`src/rtl/eld_pkg.sv`:
```
// Shared BCD constants and the digit clamp used when loading
// externally supplied digit values.
package eld_pkg;

   localparam int          BCD_W   = 4;
   localparam logic [3:0]  BCD_MAX = 4'd9;

   function automatic logic [BCD_W-1:0] bcd_sat(input logic [BCD_W-1:0] digit);
      return (digit > BCD_MAX) ? BCD_MAX : digit;
   endfunction

endpackage

```
`src/rtl/bcd_digit.sv`:
```
// One decade of the BCD counter: holds a digit, steps it up or down and
// reports the carry/borrow into the next decade combinationally.
module bcd_digit
   import eld_pkg::*;
(
   input  logic             input_clock,
   input  logic             input_reset,
   input  logic             step_in,
   input  logic             up_down,
   input  logic             load,
   input  logic [BCD_W-1:0] load_d,
   input  logic             clear,
   output logic [BCD_W-1:0] digit,
   output logic             step_out
);

   logic [BCD_W-1:0] r_digit;
   logic [BCD_W-1:0] w_next;
   logic             w_at_limit;

   always_comb begin
      w_at_limit = up_down ? (r_digit == BCD_MAX) : (r_digit == '0);
      if (up_down)
         w_next = w_at_limit ? '0 : r_digit + BCD_W'(1);
      else
         w_next = w_at_limit ? BCD_MAX : r_digit - BCD_W'(1);
   end

   assign step_out = step_in && w_at_limit;
   assign digit    = r_digit;

   always_ff @(posedge input_clock or posedge input_reset) begin
      if (input_reset)
         r_digit <= '0;
      else if (clear)
         r_digit <= '0;
      else if (load)
         r_digit <= bcd_sat(load_d);
      else if (step_in)
         r_digit <= w_next;
   end

endmodule

```
`src/rtl/bcd_tick_counter.sv`:
```
// Prescaled N-digit BCD up/down counter with synchronous clear and load;
// count, tick and carry_out all change on the edge that completes a period.
module bcd_tick_counter
   import eld_pkg::*;
#(
   parameter int CLK_DIV = 50_000_000,
   parameter int DIGITS  = 4
) (
   input  logic                    input_clock,
   input  logic                    input_reset,
   input  logic                    enable,
   input  logic                    up_down,
   input  logic                    clear,
   input  logic                    load,
   input  logic [BCD_W*DIGITS-1:0] load_value,
   output logic [BCD_W*DIGITS-1:0] count,
   output logic                    tick,
   output logic                    carry_out
);

   localparam int               PRE_W    = (CLK_DIV > 1) ? $clog2(CLK_DIV) : 1;
   localparam logic [PRE_W-1:0] PRE_LAST = PRE_W'(CLK_DIV - 1);

   logic [PRE_W-1:0] r_pre;
   logic             r_tick;
   logic             r_carry;
   logic             w_tick_cond;
   logic             w_top_step;

   assign w_tick_cond = enable && (r_pre == PRE_LAST);

   // The step ripples from digit 0 upward; load/clear priority is resolved
   // inside each digit, so the raw tick condition feeds the chain.
   for (genvar g = 0; g < DIGITS; g++) begin : gen_digit
      logic             w_step_in;
      logic             w_step_out;
      logic [BCD_W-1:0] w_digit;

      if (g == 0) begin : gen_first
         assign w_step_in = w_tick_cond;
      end else begin : gen_chain
         assign w_step_in = gen_digit[g-1].w_step_out;
      end

      bcd_digit u_digit (
         .input_clock (input_clock),
         .input_reset (input_reset),
         .step_in     (w_step_in),
         .up_down     (up_down),
         .load        (load),
         .load_d      (load_value[g*BCD_W +: BCD_W]),
         .clear       (clear),
         .digit       (w_digit),
         .step_out    (w_step_out)
      );

      assign count[g*BCD_W +: BCD_W] = w_digit;
   end

   assign w_top_step = gen_digit[DIGITS-1].w_step_out;

   always_ff @(posedge input_clock or posedge input_reset) begin
      if (input_reset) begin
         r_pre   <= '0;
         r_tick  <= 1'b0;
         r_carry <= 1'b0;
      end else if (clear || load) begin
         r_pre   <= '0;
         r_tick  <= 1'b0;
         r_carry <= 1'b0;
      end else begin
         r_tick  <= w_tick_cond;
         r_carry <= w_top_step;
         if (w_tick_cond)
            r_pre <= '0;
         else if (enable)
            r_pre <= r_pre + PRE_W'(1);
      end
   end

   assign tick      = r_tick;
   assign carry_out = r_carry;

endmodule
```
`config.mk`:
```
export PLATFORM = sky130hd
export DESIGN_NAME = bcd_tick_counter
export DESIGN_NICKNAME = d
export VERILOG_FILES = /design/src/rtl/eld_pkg.sv /design/src/rtl/bcd_digit.sv /design/src/rtl/bcd_tick_counter.sv
export SDC_FILE = /design/constraint.sdc
export NUM_CORES = 1
export LEC_CHECK = 0
export CAP_MARGIN = 20
export CORE_MARGIN = 1
export CORE_UTILIZATION = 40
export CTS_BUF_LIST = sky130_fd_sc_hd__clkbuf_4 sky130_fd_sc_hd__clkbuf_8 sky130_fd_sc_hd__clkbuf_16
export DETAILED_ROUTE_END_ITERATION = 12
export PLACE_DENSITY = 0.68
export SLEW_MARGIN = 20
export SYNTH_ARGS = -nofsm -noshare
export SYNTH_HDL_FRONTEND = slang
export SYNTH_SLANG_ARGS = --single-unit
```
`constraint.sdc`:
```
create_clock -name input_clock -period 2.7 [get_ports input_clock]
set_input_delay 0.27 -clock input_clock [delete_from_list [all_inputs] [get_ports input_clock]]
set_output_delay 0.27 -clock input_clock [all_outputs]
set_load 0.01 [all_outputs]
```
==> flow_metrics.env, run 1 <==
export IMPL_crit_start="gen_digit[0].u_digit.digit[0]$_DFFE_PP0P_"
export IMPL_numCtsBuffers=5
export IMPL_cp_arrival_ns=2.50
export IMPL_synth_common_cells="dfrtp_1, nor2_1, inv_1, nand2_1, xnor2_1"
export IMPL_grt_setup_unrepaired="false"
export IMPL_cts_resized=0
export IMPL_path_buf_inv=1
export IMPL_synthTopCellsByArea="dfrtp_1, xnor2_1, ha_1, nor2_1, xor2_1"
export IMPL_routabilityCongestion=0.871
export IMPL_drive_gt1_share_pct=9.71
export IMPL_rr_startpoint="gen_digit[0].u_digit.digit[0]$_DFFE_PP0P_"
export IMPL_ios=40
export IMPL_clk_latency_ns=0.30
export IMPL_crit_fanout=9
export IMPL_antenna_found_initial=0
export IMPL_cap_violations=0
export IMPL_dp_slack_ns=0.300
export IMPL_setup_viol=0
export IMPL_initial_utilization_pct=41.7
export IMPL_synthCells=370
export IMPL_grt_max_degree=25
export IMPL_grt_pass1_vias=2673
export IMPL_final_nets=446
export IMPL_synth_top_cell_by_area="dfrtp_1"
export IMPL_cts_tree="built"
export IMPL_finalCritPeriodShare_pct=85.8
export IMPL_hold_buffers=0
export IMPL_crit_family="simple AND/OR/NAND/NOR gates"
export IMPL_slowest_stage="dfrtp_1"
export IMPL_path_cells="inv_1 -> ha_1 -> or3b_4 -> a21oi_4 -> nand4_4 -> o21ai_4 -> mux2_4"
export IMPL_peakVddDrop_v=0.000181
export IMPL_port_buffers=39
export IMPL_hold_class="in2async"
export IMPL_vias=2856
export IMPL_seq_area_um2=1100
export IMPL_slew_headroom_pct=60.4
export IMPL_drtIter0Drc=144
export IMPL_p_leak_nw=1.59
export IMPL_core_area_um2=7810
export IMPL_drc=0
export IMPL_grt_pass1_wl_mm=13.3
export IMPL_synth_edf_count=0
export IMPL_grt_usage_pct=19.5
export IMPL_async_reset_ff_share_pct=100
export IMPL_synth_area_per_cell_um2=8.80
export IMPL_skew_ns=0.0108
export IMPL_cp_start_kind="register"
export IMPL_clkTransAtPathRegs_ns=0.09
export IMPL_ys_warn_count=0
export IMPL_dp_hpwl_mm=5.79
export IMPL_yosysUniqueCellTypes=68
export IMPL_post_cts_buffers=0
export IMPL_tightestPinTransition_ns=0.590
export IMPL_setup_worst_path_end_class="register"
export IMPL_fmax_mhz=432
export IMPL_root_buffer="clkbuf_8"
export IMPL_routedWlPerCell_um=15.4
export IMPL_grt_overflow=0
export IMPL_syn_num_nets=405
export IMPL_cp_required_ns=2.88
export IMPL_cts_sinks=44
export IMPL_final_max_slew_viol_count=0
export IMPL_ys_ff_latch=44
export IMPL_htree_levels=2
export IMPL_row_count=32
export IMPL_period_needed_ns=2.32
export IMPL_setup_ws_ns=0.383
export IMPL_status="complete, no violations"
export IMPL_crit_type="reg2reg"
export IMPL_synth_flop_cell="dfrtp_1"
export IMPL_slowest_delay_ns=0.48
export IMPL_synth_most_common_cell="dfrtp_1"
export IMPL_diodes=0
export IMPL_syn_to_final_growth_pct=19.7
export IMPL_die_h_um=92.2
export IMPL_vias_per_cell=5.56
export IMPL_synth_yosys_seq_area_share_pct=33.8
export IMPL_die_area_um2=8500
export IMPL_clockBufferDepth=2
export IMPL_power_density_nw_per_um2=411
export IMPL_syn_area_um2=3250
export IMPL_timing_setup_tns_ns=0
export IMPL_final_antenna_net_count=0
export IMPL_synth_top_area_share_pct=33.8
export IMPL_hold_viol=0
export IMPL_multi_input_area_um2=1990
export IMPL_die_width_um=92.2
export IMPL_firstDrtPassIters=4
export IMPL_routed_wl_mm=7.91
export IMPL_fillers=753
report_power, final:
group | internal (mW) | total, mW | switching (mW)
logic | 0.177 | 0.351 | 0.173
registers | 0.678 | 0.727 | 0.0490
clock network | 0.279 | 0.524 | 0.245
total | 1.13 | 1.60 | 0.468
layout make-up:
class	instances	share of cell area [%]
flip-flops and latches	44	28.3
clock inverters	3	1.19
clock buffers	5	1.77
repair buffers	50	12.1
inverters	24	2.31
multi-input cells	286	51.0
well taps	102	3.28
sequential cells by signal, summed over array words and instances, names as in the netlist:
name,count
r_pre,26
gen_digit.u_digit.digit,16
tick,1
carry_out,1
per-stage QoR:
stage	util (%)	total power [mW]	area (um2)	hold WS [ns]	std cells
floorplan	-	0.946	3250	0.409	370
detailed placement	48.4	1.09	3780	0.555	506
global route	49.9	1.69	3890	0.337	514
finish	49.9	1.60	3890	0.284	514
global placement	48.4	1.08	3780	0.543	506
CTS	49.9	1.62	3890	0.299	514
layout by cell type (no fill, tap or decap), types with 12 or more instances in the layout:
| master | count |
|---|---|
| a21oi_1 | 17 |
| clkdlybuf4s50_1 | 39 |
| dfrtp_1 | 44 |
| ha_1 | 13 |
| inv_1 | 22 |
| nand2_1 | 23 |
| nand3_1 | 15 |
| nor2_1 | 42 |
| nor3_1 | 15 |
| o21ai_0 | 12 |
| xnor2_1 | 19 |
per-layer routing:
layer  up-vias  wire, um  global-route usage (%)
met5         -         0                       0
met3         4       408                    1.82
met1      1364      3780                    28.8
met4         0        54                    3.91
li1       1419         -                       -
met2        69      3670                    30.9
final timing paths:
check,end,slack [ns],depth (start not counted)
worst max-delay path,gen_digit[3].u_digit.digit[2]$_DFFE_PP0P_,0.38,7
worst min-delay path,r_pre[17]$_DFFE_PP0P_,0.28,2
worst max register to register,gen_digit[3].u_digit.digit[2]$_DFFE_PP0P_,0.38,7
worst min register to register,r_pre[25]$_DFFE_PP0P_,0.58,2
max in group asynchronous,gen_digit[3].u_digit.digit[0]$_DFFE_PP0P_,1.72,3
min in group input_clock,gen_digit[1].u_digit.digit[0]$_DFFE_PP0P_,0.58,3
cells by family after synthesis:
logic type                 synth area share [%]
DFF                                        33.8
xor gates and xnor gates                   8.07
and+or+nand+nor                            28.4
buffers and inverters                      5.07
adders and majority gates                  5.00
muxes                                      4.08
AOI/OAI and AO/OA                          15.5
(Power assumes the default switching activity.)
==> inputs of run 2 (changes only) <==
GPL_TIMING_DRIVEN = 0   (was default)
==> flow_metrics.env, run 2 (same netlist as run 1, synthesis figures left out) <==
export IMPL_status="complete, no violations"
export IMPL_crit_type="reg2reg"
export IMPL_fmax_mhz=410
export IMPL_ios=40
export IMPL_hold_buffers=0
export IMPL_clk_latency_ns=0.30
export IMPL_critical_path_cell_count=7
export IMPL_period_needed_ns=2.44
export IMPL_grt_setup_unrepaired="false"
export IMPL_port_buffers=38
export IMPL_root_buffer="clkbuf_8"
export IMPL_finalCritPeriodShare_pct=90.4
export IMPL_htree_levels=2
export IMPL_cts_sinks=44
export IMPL_slowest_stage="dfrtp_1"
export IMPL_final_antenna_net_count=0
export IMPL_cts_resized=0
export IMPL_pwr_share_clk_pct=35.9
export IMPL_final_max_slew_viol_count=0
export IMPL_cts_tree="built"
export IMPL_post_cts_buffers=0
export IMPL_layout_commonest_cell="dfrtp_1"
export IMPL_cp_arrival_ns=2.63
export IMPL_numCtsBuffers=5
export IMPL_slew_headroom_pct=58.1
export IMPL_p_leak_nw=1.59
export IMPL_drc=0
export IMPL_r2r_slack_ns=0.26
export IMPL_dp_slack_ns=0.175
export IMPL_grt_pass1_wl_mm=13.7
export IMPL_setup_viol=0
export IMPL_final_nets=451
export IMPL_skew_ns=0.00440
export IMPL_tightestPinTransition_ns=0.624
export IMPL_grt_pass1_vias=2735
export IMPL_power_switching_uw=458
export IMPL_die_width_um=92.2
export IMPL_rr_endpoint="gen_digit[3].u_digit.digit[2]$_DFFE_PP0P_"
export IMPL_share_seq_of_total_power_pct=42.7
export IMPL_row_count=32
export IMPL_setup_ws_ns=0.258
export IMPL_largest_reg_flops=26
export IMPL_syn_to_final_growth_pct=20.2
export IMPL_die_h_um=92.2
export IMPL_final_cell_mix="dfrtp_1, nor2_1, clkdlybuf4s50_1, nand2_1, inv_1"
export IMPL_setup_worst_path_end_class="register"
export IMPL_crit_fanout=9
export IMPL_routabilityCongestion=0.812
export IMPL_hold_viol=0
export IMPL_power_density_nw_per_um2=428
export IMPL_peakVddDrop_v=0.000189
export IMPL_reg2reg_depth=7
export IMPL_grt_max_degree=27
export IMPL_fillers=777
export IMPL_vias_per_cell=5.56
export IMPL_core_area_um2=7810
export IMPL_vias=2881
export IMPL_diodes=0
export IMPL_grt_usage_pct=20.2
export IMPL_top_register="r_pre"
export IMPL_hold_class="in2async"
export IMPL_fin_cells=518
export IMPL_cp_required_ns=2.89
export IMPL_total_power_mw=1.67
export IMPL_clockBufferDepth=2
export IMPL_rr_startpoint="gen_digit[0].u_digit.digit[0]$_DFFE_PP0P_"
export IMPL_drtIter0Drc=211
export IMPL_initial_utilization_pct=41.7
export IMPL_firstDrtPassIters=4
export IMPL_comb_power_share_pct=21.4
export IMPL_timing_setup_tns_ns=0
export IMPL_post_route_util_pct=50.1
export IMPL_path_buf_inv=1
export IMPL_cap_violations=0
export IMPL_dp_cells=511
export IMPL_crit_family="simple AND/OR/NAND/NOR gates"
export IMPL_dp_hpwl_mm=6.06
export IMPL_antenna_found_initial=0
export IMPL_routedWlPerCell_um=15.5
export IMPL_grt_overflow=0
export IMPL_slowest_delay_ns=0.49
export IMPL_clkTransAtPathRegs_ns=0.09
export IMPL_drive_gt1_share_pct=8.65
export IMPL_path_cells="inv_1 -> ha_1 -> or3b_4 -> a21oi_4 -> nand4_4 -> o21ai_4 -> mux2_4"
export IMPL_p_int_mw=1.22
export IMPL_die_area_um2=8500
export IMPL_cp_start_kind="register"
export IMPL_swShare_pct=27.3
export IMPL_routed_wl_mm=8.05
-- run 2: cell types whose count changed in the layout (fill, tap and decap cells not counted) --
cell,change
buf_4,-11
buf_6,+1
buf_12,+1
inv_6,-1
bufinv_16,+1
clkbuf_1,+9
clkinvlp_4,-1
clkdlybuf4s50_1,-1
buf_2,+6
-- run 2: per-stage QoR --
step | hold WS, ns | instance area, um2
2_1_floorplan | 0.409 | 3250
3_3_place_gp | 0.545 | 3760
3_5_place_dp | 0.557 | 3780
4_1_cts | 0.298 | 3910
5_1_grt | 0.323 | 3910
6_report | 0.284 | 3910
-- run 2: layout make-up --
type / count / area (um2) / share of cell area [%]
buffer: 16 / 75.1 / 1.92
clock buffer: 5 / 68.8 / 1.76
clock inverter: 2 / 60.1 / 1.54
inverter: 24 / 90.1 / 2.30
multi-input combinational: 286 / 1990 / 50.8
sequential: 44 / 1100 / 28.2
tap: 102 / 128 / 3.26
timing repair buffer: 39 / 400 / 10.2
-- run 2: worst max path at each step --
stage,from,endpoint,slack [ns]
final,gen_digit[0].u_digit.digit[0]$_DFFE_PP0P_,gen_digit[3].u_digit.digit[2]$_DFFE_PP0P_,0.26
after global routing,gen_digit[0].u_digit.digit[0]$_DFFE_PP0P_,gen_digit[3].u_digit.digit[3]$_DFFE_PP0P_,0.13
after CTS,gen_digit[0].u_digit.digit[0]$_DFFE_PP0P_,gen_digit[3].u_digit.digit[2]$_DFFE_PP0P_,0.27
after detailed placement,clear,gen_digit[0].u_digit.digit[3]$_DFFE_PP0P_,0.18
after global placement,clear,gen_digit[0].u_digit.digit[3]$_DFFE_PP0P_,0.18
after floorplan,gen_digit[0].u_digit.digit[0]$_DFFE_PP0P_,gen_digit[3].u_digit.digit[3]$_DFFE_PP0P_,0.50
-- run 2: power groups by stage --
stage / sequential (mW) / clock [mW] / combinational (mW)
floorplan: 0.728 / 0 / 0.218
global placement: 0.725 / 0 / 0.349
detailed placement: 0.727 / 0 / 0.357
CTS: 0.714 / 0.614 / 0.360
global route: 0.720 / 0.639 / 0.397
finish: 0.714 / 0.601 / 0.359
-- run 2: per-layer routing --
layer / global-route usage (%) / wire [um]
met2: 31.2 / 3630
met1: 29.8 / 4110
met4: 4.69 / 101
met3: 2.49 / 202
met5: 0 / 0
